`config.mk`:
```
export PLATFORM = sky130hd
export DESIGN_NAME = gpio_in_conditioner_flat
export DESIGN_NICKNAME = d
export VERILOG_FILES = /design/src/rtl/gpio_cond_pkg.sv /design/src/rtl/gpio_in_conditioner_if.sv /design/src/rtl/gpio_dbnc_cell.sv /design/src/rtl/gpio_in_conditioner.sv /design/src/flat_wrapper.sv
export SDC_FILE = /design/constraint.sdc
export NUM_CORES = 2
export LEC_CHECK = 0
export BUFFER_PORTS_ARGS = -buffer_cell sky130_fd_sc_hd__buf_2
export CORE_MARGIN = 10
export CORE_UTILIZATION = 42
export DETAILED_ROUTE_END_ITERATION = 8
export SYNTH_ARGS = -nofsm -noshare
export SYNTH_HDL_FRONTEND = slang
export SYNTH_SLANG_ARGS = --single-unit
```
`constraint.sdc`:
```
create_clock -name clk -period 19.7 [get_ports clk]
set_input_delay 0 -clock clk [delete_from_list [all_inputs] [get_ports clk]]
set_output_delay 0 -clock clk [all_outputs]
set_load 0.1 [all_outputs]
```
`src/rtl/gpio_cond_pkg.sv`:
```
// Shared types and defaults for the GPIO input conditioning path.
// Edge mode encoding matches the two-bit per-pin configuration field.
package gpio_cond_pkg;

  localparam int SYNC_STAGES_DEF = 2;
  localparam int CNT_WIDTH_DEF   = 16;

  typedef enum logic [1:0] {
    EDGE_NONE = 2'b00,
    EDGE_RISE = 2'b01,
    EDGE_FALL = 2'b10,
    EDGE_BOTH = 2'b11
  } edge_mode_e;

endpackage

```
`src/rtl/gpio_in_conditioner_if.sv`:
```
// Pad, configuration and status bundle of the GPIO input conditioner.
// master drives pads/config, slave is the conditioner itself.
interface gpio_in_conditioner_if #(
  parameter int NB_GPIO   = 32,
  parameter int CNT_WIDTH = 16
);

  logic [NB_GPIO-1:0]   gpio_pad_i;
  logic [CNT_WIDTH-1:0] presc_i;
  logic [CNT_WIDTH-1:0] dbnc_len_i;
  logic [NB_GPIO-1:0]   dbnc_en_i;
  logic [2*NB_GPIO-1:0] edge_mode_i;
  logic [NB_GPIO-1:0]   irq_en_i;
  logic [NB_GPIO-1:0]   status_clr_i;
  logic [NB_GPIO-1:0]   gpio_in_o;
  logic [NB_GPIO-1:0]   rise_o;
  logic [NB_GPIO-1:0]   fall_o;
  logic [NB_GPIO-1:0]   status_o;
  logic                 irq_o;

  modport master (
    output gpio_pad_i, presc_i, dbnc_len_i, dbnc_en_i,
    output edge_mode_i, irq_en_i, status_clr_i,
    input  gpio_in_o, rise_o, fall_o, status_o, irq_o
  );

  modport slave (
    input  gpio_pad_i, presc_i, dbnc_len_i, dbnc_en_i,
    input  edge_mode_i, irq_en_i, status_clr_i,
    output gpio_in_o, rise_o, fall_o, status_o, irq_o
  );

endinterface

```
`src/rtl/gpio_dbnc_cell.sv`:
```
// One GPIO pin: synchronizer, tick-based debounce, edge pulses and
// sticky edge status.
module gpio_dbnc_cell
  import gpio_cond_pkg::*;
#(
  parameter int SYNC_STAGES = SYNC_STAGES_DEF,
  parameter int CNT_WIDTH   = CNT_WIDTH_DEF
) (
  input  logic                 clk,
  input  logic                 rst,
  input  logic                 i_pad,
  input  logic                 i_tick,
  input  logic [CNT_WIDTH-1:0] i_len,
  input  logic                 i_dbnc_en,
  input  edge_mode_e           i_mode,
  input  logic                 i_clr,
  output logic                 o_stable,
  output logic                 o_rise,
  output logic                 o_fall,
  output logic                 o_status
);

  logic [SYNC_STAGES-1:0] r_sync;
  logic [CNT_WIDTH-1:0]   r_dcnt;
  logic [CNT_WIDTH-1:0]   w_dcnt_nxt;
  logic                   r_stable;
  logic                   r_rise;
  logic                   r_fall;
  logic                   r_status;
  logic                   w_stable_nxt;
  logic                   w_sync;
  logic                   w_byp;
  logic                   w_rise;
  logic                   w_fall;
  logic                   w_set;

  assign w_sync = r_sync[SYNC_STAGES-1];
  assign w_byp  = !i_dbnc_en || (i_len == '0);

  // A mismatch that survives i_len ticks is accepted; any
  // return to the stable level restarts the count.
  always_comb begin
    w_stable_nxt = r_stable;
    w_dcnt_nxt   = r_dcnt;
    if (w_byp) begin
      w_stable_nxt = w_sync;
      w_dcnt_nxt   = '0;
    end else if (w_sync == r_stable) begin
      w_dcnt_nxt = '0;
    end else if (i_tick) begin
      if (CNT_WIDTH'(r_dcnt + 1'b1) == i_len) begin
        w_stable_nxt = w_sync;
        w_dcnt_nxt   = '0;
      end else begin
        w_dcnt_nxt = CNT_WIDTH'(r_dcnt + 1'b1);
      end
    end
  end

  assign w_rise = w_stable_nxt & ~r_stable;
  assign w_fall = ~w_stable_nxt & r_stable;

  always_comb begin
    w_set = 1'b0;
    unique case (i_mode)
      EDGE_RISE: w_set = w_rise;
      EDGE_FALL: w_set = w_fall;
      EDGE_BOTH: w_set = w_rise | w_fall;
      default:   w_set = 1'b0;
    endcase
  end

  always_ff @(posedge clk or posedge rst) begin
    if (rst) begin
      r_sync   <= '0;
      r_dcnt   <= '0;
      r_stable <= 1'b0;
      r_rise   <= 1'b0;
      r_fall   <= 1'b0;
      r_status <= 1'b0;
    end else begin
      r_sync   <= {r_sync[SYNC_STAGES-2:0], i_pad};
      r_dcnt   <= w_dcnt_nxt;
      r_stable <= w_stable_nxt;
      r_rise   <= w_rise;
      r_fall   <= w_fall;
      r_status <= w_set | (r_status & ~i_clr);
    end
  end

  assign o_stable = r_stable;
  assign o_rise   = r_rise;
  assign o_fall   = r_fall;
  assign o_status = r_status;

endmodule

```
`src/rtl/gpio_in_conditioner.sv`:
```
// GPIO input conditioner: shared debounce prescaler, one cell per
// pin, and the interrupt reduction over enabled status bits.
module gpio_in_conditioner
  import gpio_cond_pkg::*;
#(
  parameter int NB_GPIO     = 32,
  parameter int SYNC_STAGES = SYNC_STAGES_DEF,
  parameter int CNT_WIDTH   = CNT_WIDTH_DEF
) (
  input logic                 clk,
  input logic                 rst,
  gpio_in_conditioner_if.slave bus
);

  logic [CNT_WIDTH-1:0] r_presc_cnt;
  logic                 w_tick;
  logic [NB_GPIO-1:0]   w_stable;
  logic [NB_GPIO-1:0]   w_rise;
  logic [NB_GPIO-1:0]   w_fall;
  logic [NB_GPIO-1:0]   w_status;

  // >= rather than == so a lowered period ticks at once.
  assign w_tick = (r_presc_cnt >= bus.presc_i);

  always_ff @(posedge clk or posedge rst) begin
    if (rst) begin
      r_presc_cnt <= '0;
    end else if (w_tick) begin
      r_presc_cnt <= '0;
    end else begin
      r_presc_cnt <= CNT_WIDTH'(r_presc_cnt + 1'b1);
    end
  end

  for (genvar g = 0; g < NB_GPIO; g++) begin : g_pin
    gpio_dbnc_cell #(
      .SYNC_STAGES (SYNC_STAGES),
      .CNT_WIDTH   (CNT_WIDTH)
    ) u_cell (
      .clk       (clk),
      .rst       (rst),
      .i_pad     (bus.gpio_pad_i[g]),
      .i_tick    (w_tick),
      .i_len     (bus.dbnc_len_i),
      .i_dbnc_en (bus.dbnc_en_i[g]),
      .i_mode    (edge_mode_e'(bus.edge_mode_i[2*g+:2])),
      .i_clr     (bus.status_clr_i[g]),
      .o_stable  (w_stable[g]),
      .o_rise    (w_rise[g]),
      .o_fall    (w_fall[g]),
      .o_status  (w_status[g])
    );
  end

  assign bus.gpio_in_o = w_stable;
  assign bus.rise_o    = w_rise;
  assign bus.fall_o    = w_fall;
  assign bus.status_o  = w_status;
  assign bus.irq_o     = |(w_status & bus.irq_en_i);

endmodule

```
`src/flat_wrapper.sv`:
```
// flat-port wrapper written by rule: the top's interface ports become plain ports
module gpio_in_conditioner_flat import gpio_cond_pkg::*;
#(
  parameter int NB_GPIO     = 32,
  parameter int SYNC_STAGES = SYNC_STAGES_DEF,
  parameter int CNT_WIDTH   = CNT_WIDTH_DEF
)
  (clk, rst, bus_gpio_pad_i, bus_presc_i, bus_dbnc_len_i, bus_dbnc_en_i, bus_edge_mode_i, bus_irq_en_i, bus_status_clr_i, bus_gpio_in_o, bus_rise_o, bus_fall_o, bus_status_o, bus_irq_o);
  gpio_in_conditioner_if #(.NB_GPIO(NB_GPIO), .CNT_WIDTH(CNT_WIDTH)) bus_i ();
  input logic clk;
  input logic rst;
  input wire logic [$bits(bus_i.gpio_pad_i)-1:0] bus_gpio_pad_i;
  input wire logic [$bits(bus_i.presc_i)-1:0] bus_presc_i;
  input wire logic [$bits(bus_i.dbnc_len_i)-1:0] bus_dbnc_len_i;
  input wire logic [$bits(bus_i.dbnc_en_i)-1:0] bus_dbnc_en_i;
  input wire logic [$bits(bus_i.edge_mode_i)-1:0] bus_edge_mode_i;
  input wire logic [$bits(bus_i.irq_en_i)-1:0] bus_irq_en_i;
  input wire logic [$bits(bus_i.status_clr_i)-1:0] bus_status_clr_i;
  output wire logic [$bits(bus_i.gpio_in_o)-1:0] bus_gpio_in_o;
  output wire logic [$bits(bus_i.rise_o)-1:0] bus_rise_o;
  output wire logic [$bits(bus_i.fall_o)-1:0] bus_fall_o;
  output wire logic [$bits(bus_i.status_o)-1:0] bus_status_o;
  output wire logic [$bits(bus_i.irq_o)-1:0] bus_irq_o;
  assign bus_i.gpio_pad_i = bus_gpio_pad_i;
  assign bus_i.presc_i = bus_presc_i;
  assign bus_i.dbnc_len_i = bus_dbnc_len_i;
  assign bus_i.dbnc_en_i = bus_dbnc_en_i;
  assign bus_i.edge_mode_i = bus_edge_mode_i;
  assign bus_i.irq_en_i = bus_irq_en_i;
  assign bus_i.status_clr_i = bus_status_clr_i;
  assign bus_gpio_in_o = bus_i.gpio_in_o;
  assign bus_rise_o = bus_i.rise_o;
  assign bus_fall_o = bus_i.fall_o;
  assign bus_status_o = bus_i.status_o;
  assign bus_irq_o = bus_i.irq_o;
  gpio_in_conditioner #(.NB_GPIO(NB_GPIO), .SYNC_STAGES(SYNC_STAGES), .CNT_WIDTH(CNT_WIDTH)) u_core (.clk(clk), .rst(rst), .bus(bus_i));
endmodule
```
* Word-level counts from Yosys, hierarchy flattened *
Cells that the tools add are included.

word-level totals
  register bits after elaboration = 720
  input port bits = 226
  output and inout bits = 129

operators by class
  add/sub/neg operators = 33
  magnitude comparators = 1
  equality and inequality tests = 160
  muxes and demuxes = 289
  bitwise logic cells = 257
  reduce and logical (&&, ||, !) cells = 98

operators by type and width
  cell                                                 number
  2-to-1 mux 16 bit                                    129
  adder 16 x 1 -> 16 bit, second input constant        33
  equality test 16 bit                                 32
  equality test 2 bit, second input constant           64
  2-to-1 mux 1 bit                                     128
  AND 1 bit                                            96
  inverter 1 bit                                       96
  case mux 1 bit (3 select lines)                      32
  nonzero test 3 bit                                   32
  equality test 2 x 1 -> 1 bit, second input constant  32
  OR 1 bit                                             64
  AND 32 bit                                           1
  equality test 1 bit                                  32
  zero test 1 bit                                      32
  logical OR 1 bit                                     32
  OR reduction 32 bit                                  1
  >= comparator 16 bit                                 1
  zero test 16 bit                                     1

* Logic depth before layout (Yosys ltp) *
  depth in word-level cells = 11
  depth in mapped cells = 18
  gate-level depth less buffers = 15

* Modules after synthesis *
A second synthesis with hierarchy kept.

second synthesis, totals
  cells, all modules = 6382
  area, all modules = 55913.6 µm²

by module, submodules not included
  module                                       times used  cells an instance  area each (µm²)
  gpio_dbnc_cell (u_core.g_pin[0].u_cell ...)  25          192                1705.4
  gpio_dbnc_cell (u_core.g_pin[3].u_cell ...)  7           205                1714.1
  gpio_in_conditioner                          1           147                1280.0

* Least setup slack after synthesis *
Ideal clock, no wire load.

  path type = reg-to-reg
  from = register u_core.g_pin[8].u_cell.r_dcnt[1]
  to = register u_core.g_pin[8].u_cell.r_status
  arrival time = 3.589 ns
  data required time = 19.582 ns
  path slack = 15.993 ns
  stages on the path, launching flop included = 15
  buffers on the path = 0
  period minus slack after synthesis = 3.707 ns
  path through = dfrtp_1 -> ha_1 -> xor2_1 -> a211o_1 -> a31oi_1 -> nand4_1 -> or4_1 -> or4_1 -> o211ai_2 -> mux2_2 -> ha_1 -> mux2i_1 -> nand2_1 -> o21ai_0 -> a21o_1

between the ends
  longest elaborated chain between the ends = 11
  elaborated cells between the ends (all ways) = 12
  classes of those cells = add/sub: 1; eq/ne: 1; mux: 5; bitwise: 5

ends and longest elaborated chain
  element                            RTL line              RTL
  start, declared                    gpio_dbnc_cell.sv:24  logic [CNT_WIDTH-1:0] r_dcnt;
  start signal, assigned             gpio_dbnc_cell.sv:83  r_dcnt <= w_dcnt_nxt;
  adder 16 x 1 -> 16 bit *           gpio_dbnc_cell.sv:51  if (CNT_WIDTH'(r_dcnt + 1'b1) == i_len) begin
  equality test 16 bit *             gpio_dbnc_cell.sv:51
  2-to-1 mux 1 bit *                 gpio_dbnc_cell.sv:51
  2-to-1 mux 1 bit *                 gpio_dbnc_cell.sv:50  end else if (i_tick) begin
  2-to-1 mux 1 bit *                 gpio_dbnc_cell.sv:48  end else if (w_sync == r_stable) begin
  2-to-1 mux 1 bit *                 gpio_dbnc_cell.sv:45  if (w_byp) begin
  inverter 1 bit                     gpio_dbnc_cell.sv:61  assign w_fall = ~w_stable_nxt & r_stable;
  AND 1 bit                          gpio_dbnc_cell.sv:61
  OR 1 bit                           gpio_dbnc_cell.sv:68  EDGE_BOTH: w_set = w_rise | w_fall;
  case mux 1 bit (3 select lines) *  gpio_dbnc_cell.sv:65  unique case (i_mode)
  OR 1 bit *                         gpio_dbnc_cell.sv:87  r_status <= w_set | (r_status & ~i_clr);
  end signal, assigned               gpio_dbnc_cell.sv:87
  end, declared                      gpio_dbnc_cell.sv:29  logic r_status;

Every way passes the cells marked *; elsewhere a longest branch is shown, timed or not.
A chain may end at the register's enable or synchronous reset.

* Final worst setup path *
  from = register u_core.r_presc_cnt[0]
  to = register u_core.g_pin[6].u_cell.r_status

between the ends
  longest elaborated chain between the ends = 9
  elaborated cells between the ends (all ways) = 10
  classes of those cells = order compare: 1; mux: 4; bitwise: 5

ends and longest elaborated chain
  element                            RTL line                   RTL
  start, declared                    gpio_in_conditioner.sv:15  logic [CNT_WIDTH-1:0] r_presc_cnt;
  start signal, assigned             gpio_in_conditioner.sv:31  r_presc_cnt <= CNT_WIDTH'(r_presc_cnt + 1'b1);
  >= comparator 16 bit *             gpio_in_conditioner.sv:23  assign w_tick = (r_presc_cnt >= bus.presc_i);
  2-to-1 mux 1 bit *                 gpio_dbnc_cell.sv:50
  2-to-1 mux 1 bit *                 gpio_dbnc_cell.sv:48
  2-to-1 mux 1 bit *                 gpio_dbnc_cell.sv:45
  inverter 1 bit                     gpio_dbnc_cell.sv:61
  AND 1 bit                          gpio_dbnc_cell.sv:61
  OR 1 bit                           gpio_dbnc_cell.sv:68
  case mux 1 bit (3 select lines) *  gpio_dbnc_cell.sv:65
  OR 1 bit *                         gpio_dbnc_cell.sv:87
  end signal, assigned               gpio_dbnc_cell.sv:87
  end, declared                      gpio_dbnc_cell.sv:29

Marks and branches as above.

==> summary.txt <==
CTS
  – Clock slew at reported path FFs: 0.06 ns
  – Num CTS Buffers: between 80 and 90
  – Clock Sinks: 720
  – TritonCTS clock tree: done
  – Worst-skew pair later-pin latency: ~0.7 ns
  – Post_cts resized: 0
  – H-tree Lvls: 3
  – Clock Path Buffers: 3
  – Hold_buf cts: 177
  – Post-CTS Setup Bufs: 0
  – CTS root buf: clkbuf_16

Worst setup path
  – Critical path origin: u_core.r_presc_cnt[0]$_DFF_PP0_
  – Delay-heaviest family, CP: buffers and inverters
  – FF-to-FF Start: u_core.r_presc_cnt[0]$_DFF_PP0_
  – CP Launch Type: flip-flop
  – Kind of critical path: reg2reg
  – Worst-path cell chain: inv_1, ha_1, nor2b_1, o21ai_0, a31oi_1, o41ai_2, buf_4, buf_4, buf_12, nand3_1, nand3_1, mux2_2, ha_1, mux2i_1, nand2_1, dlygate4sd3_1, o21ai_0, dlygate4sd3_1, a21o_1, dlygate4sd3_1
  – Arr. time, crit path: between 6 and 7 ns
  – Critical path's largest stage delay: about 0.55 ns
  – Worst EP required: 20.28 ns
  – Worst path most repeated cell: dlygate4sd3_1
  – CP max stage cell: dlygate4sd3_1
  – Critical path buffers and inverters: 7
  – Crit. End Element: flip-flop
  – Worst-path maximum fanout: 94

STA
  – Max-Slew Margin vs Limit: 16.32%
  – Final count of pins violating max slew: 0
  – Final Hold Viols: 0
  – Fmax: 0.1579 GHz
  – RSZ-0062 raised after global routing: false
  – Post-route setup TNS: 0 ns
  – Worst-case clock skew: 0.03520 ns
  – Final setup violation count: 0
  – Min Hold Slack: 0.1363 ns
  – Worst Max-Slew Pin Slew: 1.255 ns
  – Final period util: 32.15%
  – Period minus WS final: 6.334 ns

Yosys
  – Number of synthesized flops with an enable pin: 0
  – Seq/Total Area, Yosys: between 30% and 40%
  – Synth Warn #: 0
  – Area contributors post-synth: dfrtp_1 (34%), xnor2_1 (7.8%), xor2_1 (5.3%)
  – Synth unique cells: 100
  – Syn_nets: 6,519
  – Post-Syn Area: 0.05306 mm2
  – Async SR Flop Fraction: 100.0%
  – Post-synth top area share: between 30% and 40%
  – Synth Register Bits: between 700 and 800
  – Synth Instances: 6,212
  – Mean area per synthesized cell: 8.542 um2
  – Main synth FF type: dfrtp_1
  – Largest area contributor in the netlist: dfrtp_1

Layout
  – Layout cell share with drive strength beyond 1: between 10 and 15%
  – Layout Utilization: 47.45%
  – Area Overhead vs Synth: 12.29%
  – Layout Nets: 6,614

Drt
  – Routed len/inst: 20.64 um
  – Vias per cell: ~6
  – DRT Pass-1 Iters: 6
  – Routed Wire Length: 165.7 mm
  – Detailed Route Iter0 Violations: 3,469
  – Post-DRT Antenna Nets: 0
  – # DRC: 0
  – Routed vias: 47,750

Min path
  – Min-delay src: bus_edge_mode_i[37]
  – Type of the worst min-delay path: in2reg

Floorplanning
  – Die Width: 375.4 um
  – Initial Util: 42.26%
  – Site Rows: 130
  – DIE AREA: ~0.14 mm2
  – Die extent in y: approximately 380 um
  – I/O pins: 355
  – Core area: approximately 0.13 mm2

Run
  – Total of max-cap violations: 0

Global route
  – Antenna violations before repair: 5
  – Tot GR Track Use: 22.58%
  – Remaining global-route overflow: 0
  – First-pass GRT wire length: roughly 260 mm
  – Largest net degree at the start of global routing: about 130
  – Vias in the first global route: approximately 45,000

Power and ir drop
  – VDD IR max: 0.07017 mV
  – Leakage power: 24.92 nW
  – Pwr/cell area: 72.14 mW/mm2
  – Total Power: between 4 and 5 mW

Placed design
  – # port buffers: 354
  – Global placement routability congestion: 0.9067
  – Hpwl dp: 109.8 mm

Run status
  – Status: complete, no violations
-- synthesized netlist by cell type, types with 53 or more instances --
master,n
nor4_1,111
nand2_1,487
o31ai_1,68
nor2b_1,80
ha_1,81
mux2_2,66
inv_1,184
a21oi_1,208
a22o_1,120
nand4_1,175
and3_1,190
or3_1,53
clkbuf_1,260
and4_1,81
buf_2,138
xnor2_1,473
a31oi_1,55
nand2b_1,67
nor2_1,405
buf_4,144
nand3_1,384
xor2_1,322
dfrtp_1,720
nor3_1,153
or4_1,72
o21ai_0,300
-- power by group --
group | internal, mW | switching [mW] | leakage (nW)
sequential | 1.53 | 0.0567 | 9.73
combinational | 0.242 | 0.624 | 13.6
clock | 1.14 | 0.713 | 1.59
total | 2.90 | 1.39 | 24.9
-- layer usage --
| metal | share of wire (%) | track usage [%] | vias up |
|---|---|---|---|
| met1 | 45 | 30.46 | 23360 |
| met2 | 46 | 36.94 | 1502 |
| met4 | 2.9 | 7.336 | 0 |
| li1 | - | - | 22610 |
| met3 | 6.1 | 3.341 | 275 |
| met5 | 0 | 0 | - |
-- logic make-up (layout without fill, tap and decap cells) --
| kind of cell | count (synthesis) | in the layout | share of synthesized area, % |
|---|---|---|---|
| adders and majority gates | 81 | 81 | 1.910 |
| muxes | 118 | 118 | 2.382 |
| and+or+nand+nor | 2455 | 2455 | 24.61 |
| buffers and inverters | 764 | 930 | 6.784 |
| other | 0 | 1 | 0 |
| AOI/OAI and AO/OA | 1267 | 1267 | 16.73 |
| xor gates and xnor gates | 807 | 807 | 13.63 |
| DFF | 720 | 720 | 33.95 |
-- worst register-to-register path: cells and delay by family (launching register included) --
family	cells	cell delay, ns
AOI/OAI and AO/OA	5	0.84
adders and majority gates	2	0.55
buffers and inverters	7	3.07
DFF	1	0.41
muxes	2	0.45
and+or+nand+nor	4	0.88
-- metrics by stage --
stage / setup WS [ns] / std cells / cell area (um2)
2_1_floorplan: 9.838 / 6212 / 53070
3_3_place_gp: 15.14 / 7690 / 54510
3_5_place_dp: 15.09 / 7690 / 54510
4_1_cts: 13.45 / 8028 / 59580
5_1_grt: 13.11 / 8028 / 59580
6_report: 13.37 / 8029 / 59580
-- cells in the final DEF (no fill, tap or decap), drive strengths merged, types with 53 or more instances in the layout --
cell         count
clkbuf         120
inv            183
and4            81
and3           191
ha              81
nand2b          67
dfrtp          720
xnor2          474
nor4           114
xor2           322
nand3          384
a21oi          210
mux2            66
or3             53
nor3           153
nor2           406
buf            407
o21ai          306
nor2b           80
a22o           120
o31ai           69
or4             73
a31oi           55
nand4          175
nand2          488
dlygate4sd3    177
-- worst paths after layout --
check,cells after the start,slack [ns],end
max,20,13.37,u_core.g_pin[6].u_cell.o_status$_DFF_PP0_
min,4,0.14,u_core.g_pin[18].u_cell.o_status$_DFF_PP0_
max reg2reg,20,13.37,u_core.g_pin[6].u_cell.o_status$_DFF_PP0_
min reg2reg,0,0.33,u_core.g_pin[30].u_cell.r_sync[1]$_DFF_PP0_
max in group asynchronous,6,17.12,u_core.g_pin[15].u_cell.o_fall$_DFF_PP0_
min in group asynchronous,4,0.48,u_core.g_pin[26].u_cell.o_fall$_DFF_PP0_
-- state kept, by name, indices dropped and copies added (netlist names) --
| name | count |
|---|---|
| u_core.r_presc_cnt | 16 |
| u_core.g_pin.u_cell.o_fall | 32 |
| u_core.g_pin.u_cell.r_dcnt | 512 |
| u_core.g_pin.u_cell.o_stable | 32 |
| u_core.g_pin.u_cell.o_rise | 32 |
| u_core.g_pin.u_cell.o_status | 32 |
| u_core.g_pin.u_cell.r_sync | 64 |
-- cell type report --
class | count | area, um2
Tap cell | 1650 | 2064
Antenna cell | 1 | 2.502
Sequential cell | 720 | 18020
Multi-Input combinational cell | 4728 | 31470
Fill cell | 11970 | 65990
Timing Repair Buffer | 584 | 4031
Clock buffer | 120 | 2597
Inverter | 185 | 698.2
Clock inverter | 41 | 700.7
No activity file was read; power rests on OpenSTA's default activity.
